File: src/rtl/gb_bus_pkg.sv
// Shared Game Boy bus definitions: DMA FSM states, read-back source select,
// default register/OAM addresses and the open-bus value.
package gb_bus_pkg;

   typedef enum logic [1:0] {IDLE, SETUP, READ, WRITE} dma_state_t;

   // Source of the cpu_rdata value one cycle after the address was presented
   typedef enum logic [1:0] {RSEL_MEM, RSEL_SRC, RSEL_OPEN} rd_sel_t;

   localparam logic [15:0] DMA_REG_DEFAULT  = 16'hFF46;
   localparam logic [15:0] OAM_BASE_DEFAULT = 16'hFE00;
   localparam int          DMA_LEN_DEFAULT  = 160;
   localparam logic [7:0]  OPEN_BUS         = 8'hFF;

   // Pages E0-FF are an echo of C0-DF
   function automatic logic [7:0] echo_map(input logic [7:0] page);
      return (page >= 8'hE0) ? page - 8'h20 : page;
   endfunction

endpackage

File: src/rtl/oam_dma_arbiter.sv
// OAM DMA engine sharing one memory port with the CPU: idle passes the CPU through
// combinationally; a transfer copies DMA_LEN bytes in 1+2*DMA_LEN cycles, CPU locked out.
module oam_dma_arbiter
   import gb_bus_pkg::*;
#(
   parameter logic [15:0] DMA_REG  = DMA_REG_DEFAULT,
   parameter logic [15:0] OAM_BASE = OAM_BASE_DEFAULT,
   parameter int          DMA_LEN  = DMA_LEN_DEFAULT
) (
   input  logic        clock,
   input  logic        reset,
   input  logic [15:0] cpu_addr,
   input  logic [7:0]  cpu_wdata,
   input  logic        cpu_wren,
   output logic [7:0]  cpu_rdata,
   output logic [15:0] mem_addr,
   output logic [7:0]  mem_wdata,
   output logic        mem_wren,
   input  logic [7:0]  mem_rdata,
   output logic        dma_active
);

   localparam logic [7:0] LAST_IDX = 8'(DMA_LEN - 1);

   dma_state_t state;
   rd_sel_t    rd_sel;
   logic [7:0] idx;
   logic [7:0] src_hi;
   logic [7:0] src_eff;
   logic       dma_reg_hit;
   logic       dma_reg_wr;

   assign dma_reg_hit = (cpu_addr == DMA_REG);
   assign dma_reg_wr  = cpu_wren && dma_reg_hit;
   assign src_eff     = echo_map(src_hi);
   assign dma_active  = (state != IDLE);

   always_ff @(posedge clock or negedge reset) begin
      if (!reset) begin
         state  <= IDLE;
         idx    <= 8'h00;
         src_hi <= 8'h00;
         rd_sel <= RSEL_MEM;
      end else begin
         if (dma_reg_hit)
            rd_sel <= RSEL_SRC;
         else if (state != IDLE)
            rd_sel <= RSEL_OPEN;
         else
            rd_sel <= RSEL_MEM;

         // A DMA_REG write (re)starts a transfer from any state
         if (dma_reg_wr) begin
            src_hi <= cpu_wdata;
            idx    <= 8'h00;
            state  <= SETUP;
         end else begin
            case (state)
               IDLE:  state <= IDLE;
               SETUP: state <= READ;
               READ:  state <= WRITE;
               WRITE: begin
                  if (idx == LAST_IDX) begin
                     state <= IDLE;
                  end else begin
                     idx   <= idx + 8'd1;
                     state <= READ;
                  end
               end
               default: state <= IDLE;
            endcase
         end
      end
   end

   always_comb begin
      mem_addr  = cpu_addr;
      mem_wdata = cpu_wdata;
      mem_wren  = 1'b0;
      case (state)
         IDLE:  mem_wren = cpu_wren;
         SETUP: mem_addr = {src_eff, idx};
         READ:  mem_addr = {src_eff, idx};
         WRITE: begin
            mem_addr  = OAM_BASE + {8'h00, idx};
            mem_wdata = mem_rdata;
            mem_wren  = 1'b1;
         end
         default: mem_wren = 1'b0;
      endcase
   end

   always_comb begin
      case (rd_sel)
         RSEL_SRC:  cpu_rdata = src_hi;
         RSEL_OPEN: cpu_rdata = OPEN_BUS;
         default:   cpu_rdata = mem_rdata;
      endcase
   end

endmodule
File: config.mk
export PLATFORM = sky130hd
export DESIGN_NAME = oam_dma_arbiter
export DESIGN_NICKNAME = d
export VERILOG_FILES = /design/src/rtl/gb_bus_pkg.sv /design/src/rtl/oam_dma_arbiter.sv
export SDC_FILE = /design/constraint.sdc
export NUM_CORES = 1
export LEC_CHECK = 0
export CAP_MARGIN = 10
export CORE_AREA = 5 5 70 72
export DETAILED_ROUTE_END_ITERATION = 8
export DIE_AREA = 0 0 75 77
export GPL_ROUTABILITY_DRIVEN = 0
export MAX_ROUTING_LAYER = met4
export PLACE_DENSITY = 0.76
export SYNTH_ARGS = -nofsm -noshare
export SYNTH_HDL_FRONTEND = slang
export SYNTH_SLANG_ARGS = --single-unit
File: constraint.sdc
create_clock -name clock -period 1.8 [get_ports clock]
set_input_delay 0.36 -clock clock [delete_from_list [all_inputs] [get_ports clock]]
set_output_delay 0.36 -clock clock [all_outputs]
set_load 0.02 [all_outputs]
Word level (Yosys, flattened, before mapping)
Cells that the tools add are included.
W data, S select, Z words.
{ "op_classes": {"addsub": 3, "n_mul": 0, "div_mod_pow": 0, "magnitude_cmp": 1, "eq_ne": 8, "shift": 0, "mux": 13, "bitwise": 0, "n_reduce_logical": 6} }
{ "ops": {"columns": ["cell", "count"], "rows": [
  ["$mux W8", 5],
  ["$pmux W16 S2", 1],
  ["$eq A16 B16 Y1 const B", 1],
  ["$pmux W8 S2", 1],
  ["$add A10 B9 Y11 const A", 1],
  ["$add A8 B1 Y8 const B", 1],
  ["$eq A8 B8 Y1 const B", 1],
  ["$ge A8 B8 Y1 const B", 1],
  ["$mux W2", 4],
  ["$pmux W2 S4", 1],
  ["$sub A8 B6 Y8 const B", 1],
  ["$eq A2 B2 Y1 const B", 3],
  ["$eq A2 B1 Y1 const B", 2],
  ["$reduce_bool A2 Y1", 2],
  ["$logic_not A2 Y1", 1],
  ["$ne A2 B2 Y1 const B", 1],
  ["$pmux W1 S2", 1],
  ["$reduce_and A2 Y1", 1],
  ["$reduce_or A2 Y1", 1],
  ["$logic_and A1 B1 Y1", 1]
]} }
{ "totals": {"reg_bits": 20, "latchBits": 0, "ram_bits": 0, "mem_bits_ro": 0, "input_bits": 35, "mem_count": 0} }

Longest topological paths before layout
{ "depth": {"depth_word": 4, "ltp_mapped": 7, "depth_no_buf": 5} }

Worst setup path before layout
Ideal clock, no wire load.
{ "synth_path": {"path_kind": "register to output", "start": "reg state[1]", "end": "out mem_addr[0]", "arrival_ns": 1.897, "required_ns": 1.440, "slack_ns": -0.457, "path_stages_with_launch": 8, "path_buffers": 2, "path_cell_list": "dfrtp_1 inv_1 ha_1 clkbuf_1 or2_2 clkbuf_1 nand2_1 o21ai_0"} }
{ "synth_between": {"elab_chain_cells": 3} }
{ "synth_lines": {"columns": ["item", "line", "rtl"], "rows": [
  ["start, declared", "oam_dma_arbiter.sv:25", "dma_state_t state;"],
  ["start signal, assigned", "oam_dma_arbiter.sv:40", "state <= IDLE;"],
  ["start signal, assigned", "oam_dma_arbiter.sv:56", "state <= SETUP;"],
  ["start signal, assigned", "oam_dma_arbiter.sv:59", "IDLE: state <= IDLE;"],
  ["$eq A2 B2 Y1 / $eq A2 B1 Y1 (equally long branches)", "oam_dma_arbiter.sv:80", "case (state)"],
  ["$reduce_or A2 Y1 (no line)", null, null],
  ["$pmux W16 S2 *", "oam_dma_arbiter.sv:80", null],
  ["end, declared", "oam_dma_arbiter.sv:16", "output logic [15:0] mem_addr,"]
]} }
Mark *: on every way between the ends. The rest lies on a longest branch, timed or not.

Worst setup path after layout
{ "layout_path": {"start": "reg state[0]", "end": "out mem_addr[14]"} }
The elaborated chain is that of the path after synthesis.

==> results.yml <==
clock_network:
  h-tree-depth: 1
  cts_root_buffer: "clkbuf_8"
  cts_buffers: 3
  cts.path.max_buffers: 2
  clk_pin_slew_ps: 90
  numClockSinks: 20
  cts_tree: "built"
  clkLatencyLatePin_ps: 270
timing:
  worstMarginPinSlew_ps: 335.0
  post-route-period-util: 1.146
  setup_slack_ps: -262.1
  relSlewSlack: 0.7746
  period_minus_slack_ps: 2062
  slew_viol_final: 0
  rsz0062_at_grt: "true"
  skew_ps: 11.63
  max_freq_mhz: 485.0
  hold_violations: 0
  setup_viol: 26
cells_and_area:
  fill_cells: 258
  areaGrowthSynthToFinish_pct: 106.0
  layout-drive-gt1-share: 0.5629
  diodes: 0
  stdcell_area_um2: 3201
  fin_nets: 347
  finalNonFillerCells: 354
routing:
  wl_per_cell_um: 19.62
  drc_errors: 0
  vias: 1948
  via_per_inst: 5.503
  ant_nets: 0
  routed_wl_mm: 6.945
  first_pass_iters: 4
  drt_iter0_drc: 121
worst_setup_path:
  cp.arrival_ps: 1700
  rrSetupSlack_ps: 80
  path_cells: "inv_2 -> buf_4 -> ha_4 -> buf_6 -> a311oi_2 -> a21oi_2 -> buf_6"
  cp_common_cell: "buf_6"
  worstSetupStartpointType: "register"
  critPathKind: "register to output pin"
  crit_family: "buffers and inverters"
  cp_data_required_time_ps: 1440
  cp_num_buf_inv: 4
  r2r-start: "idx[0]"
  end_kind: "output pin"
  crit_fanout: 6
  r2r-end: "idx[1]"
  r2r_cells: 6
  slowest_delay_ps: 410
  crit_start: "state[0]"
  slowest_stage: "dfrtp_1"
grt:
  grt_max_degree: 21
  antenna_found_initial: 0
  grt_pass1_vias: 1913
  grt_usage: 0.2208
  grt-ovfl-total: 0
  grt_pass1_wl_mm: 9.563
placement:
  port_buffers: 68
  hpwl_mm: 4.285
  place_inst: 335
  place_area_um2: 2709
status:
  violations: "setup timing"
  status: "finished, violations left"
synthesis:
  yosys-top-cells-area: "dfrtp_1 32%, o21ai_0 8.1%, nand2_1 8.0%"
  ys.flop_type: "dfrtp_1"
  yosys.area.top_type: "dfrtp_1"
  ys_warn_count: 0
  synth.distinct_cells: 31
  synth_cells: 188
  ys_ff_latch: 20
  synth-edff-count: 0
  synth_area_um2: 1554
  ys_async_sr_fraction: 1.000
  syn_area_per_cell_um2: 8.266
  synth_top_area_frac: 0.3221
  syn-num-nets: 232
  ys_seq_area_frac: 0.3221
floorplanning:
  fp.dieW_um: 75
  initial_core_util: 0.3670
  design.portCount: 69
  die_y_um: 77
  core_area_um2: 4234
  num_rows: 24
  die_area_um2: 5775
job:
  drv_cap: 0
hold_path:
  worstHoldStart: "cpu_addr[0]"
  min_path_type: "primary input to register"
  worstHoldEndpoint: "rd_sel[0]"
  hold_path_depth: 3
power_and_ir_drop:
  power.density_nw_per_um2: 1791
  peakVddDrop_mv: 1.238
  p_leak_nw: 1.470
  total_power_mw: 5.732
[routing by layer]
metal  track usage  vias up  share of wire
li1              -      885              -
met3       0.01961       25          0.042
met1        0.2561      966           0.40
met4       0.07829        0          0.043
met5             -        -              0
met2        0.3868       72           0.52
[worst reg2reg max path: cells and delay by family (launching register included)]
kind,cells,cell delay [ps]
AO/OA/AOI/OAI,1,240
adder cells (fa/ha/maj),1,290
buffers and inverters,1,190
flip-flops,1,500
multiplexers,1,180
AND/OR/NAND/NOR,2,210
[sequential cells by signal, indices dropped and copies added, names as in the netlist]
| register | cells |
|---|---|
| src_hi | 8 |
| state | 2 |
| rd_sel | 2 |
| idx | 8 |
[area by class of cell]
class | count | area [um2] | share of cell area
multi-input combinational | 144 | 1304 | 0.4073
timing repair buffer | 122 | 1215 | 0.3796
sequential | 20 | 500.5 | 0.1564
tap | 52 | 65.06 | 0.02033
inverter | 12 | 45.04 | 0.01407
clock buffer | 3 | 41.29 | 0.01290
clock inverter | 1 | 30.03 | 0.009382
[kinds of logic after synthesis]
group,count (synthesis),share of synthesized area
DFF,20,0.3221
and+or+nand+nor,65,0.2126
adders and majority gates,9,0.07247
muxes,15,0.1224
buffers and inverters,24,0.07407
xor gates and xnor gates,4,0.02255
AOI/OAI and AO/OA,51,0.1739
[power by group]
| part | leakage [nW] | internal [mW] | switching [mW] |
|---|---|---|---|
| Combinational | 1.18 | 2.29 | 2.28 |
| Sequential | 0.253 | 0.543 | 0.150 |
| Clock | 0.0357 | 0.297 | 0.165 |
[Yosys cell counts (2+ instances only)]
library cell / instances
or3_1: 2
a21oi_1: 19
dfrtp_1: 20
xor2_1: 2
clkbuf_1: 7
mux2_2: 8
nand4b_1: 2
xnor2_1: 2
nor2_1: 10
mux2_4: 6
nand2_1: 33
ha_1: 9
or2_2: 2
o21ai_1: 3
o21ai_0: 25
nand3_1: 6
buf_1: 2
nand4_1: 3
a311oi_1: 4
inv_1: 12
[what timing repair did]
| item | in CTS | in global routing |
|---|---|---|
| endpoints found under the setup margin | 52 | 50 |
| cloned | 1 | 1 |
| buffers inserted | 8 | 5 |
| pin swaps | 19 | 27 |
| resized for setup | 242 | 55 |
| hold buffers | 0 | 0 |
[stage by stage]
stage	hold WS, ps	TNS (ps)	setup slack (ps)	util
floorplan	64.41	-295.5	-65.10	-
global placement	542.6	-16700	-410.0	0.6398
detailed placement	545.7	-19160	-482.4	0.6398
CTS	443.4	-3761	-221.3	0.7169
global route	416.2	-6533	-324.3	0.7559
finish	404.3	-4694	-262.1	0.7559
[cell usage in the layout (no fill, tap or decap), types with 3 or more instances in the layout]
| cell | netlist | routed |
|---|---|---|
| buf_4 | 0 | 46 |
| buf_6 | 1 | 34 |
| clkdlybuf4s50_1 | 0 | 23 |
| nand2_1 | 33 | 20 |
| dfrtp_1 | 20 | 20 |
| mux2_4 | 6 | 14 |
| a21oi_2 | 0 | 13 |
| nor2_1 | 10 | 10 |
| o21ai_2 | 0 | 9 |
| inv_1 | 12 | 8 |
| o21ai_4 | 0 | 8 |
| o21ai_1 | 3 | 8 |
| nand2_4 | 0 | 7 |
| nand2_2 | 0 | 6 |
| nand3_1 | 6 | 6 |
| a21oi_1 | 19 | 5 |
| ha_4 | 0 | 5 |
| dlygate4sd2_1 | 0 | 5 |
| inv_2 | 0 | 4 |
| ha_1 | 9 | 4 |
| buf_12 | 1 | 4 |
| nand4_1 | 3 | 3 |
| a311oi_2 | 0 | 3 |
| o21ai_0 | 25 | 3 |
| clkbuf_8 | 0 | 3 |
| clkbuf_2 | 0 | 3 |
[worst max path at each step]
| stage | depth (start not counted) | end | slack, ps |
|---|---|---|---|
| global route | 7 | mem_addr[15] | -320 |
| global placement | 5 | src_hi[1] | -410 |
| detailed placement | 5 | src_hi[7] | -480 |
| finish | 7 | mem_addr[14] | -260 |
| floorplan | 7 | mem_addr[0] | -70 |
| CTS | 7 | mem_addr[15] | -220 |
Note: power is estimated with default switching activity, not from simulation.
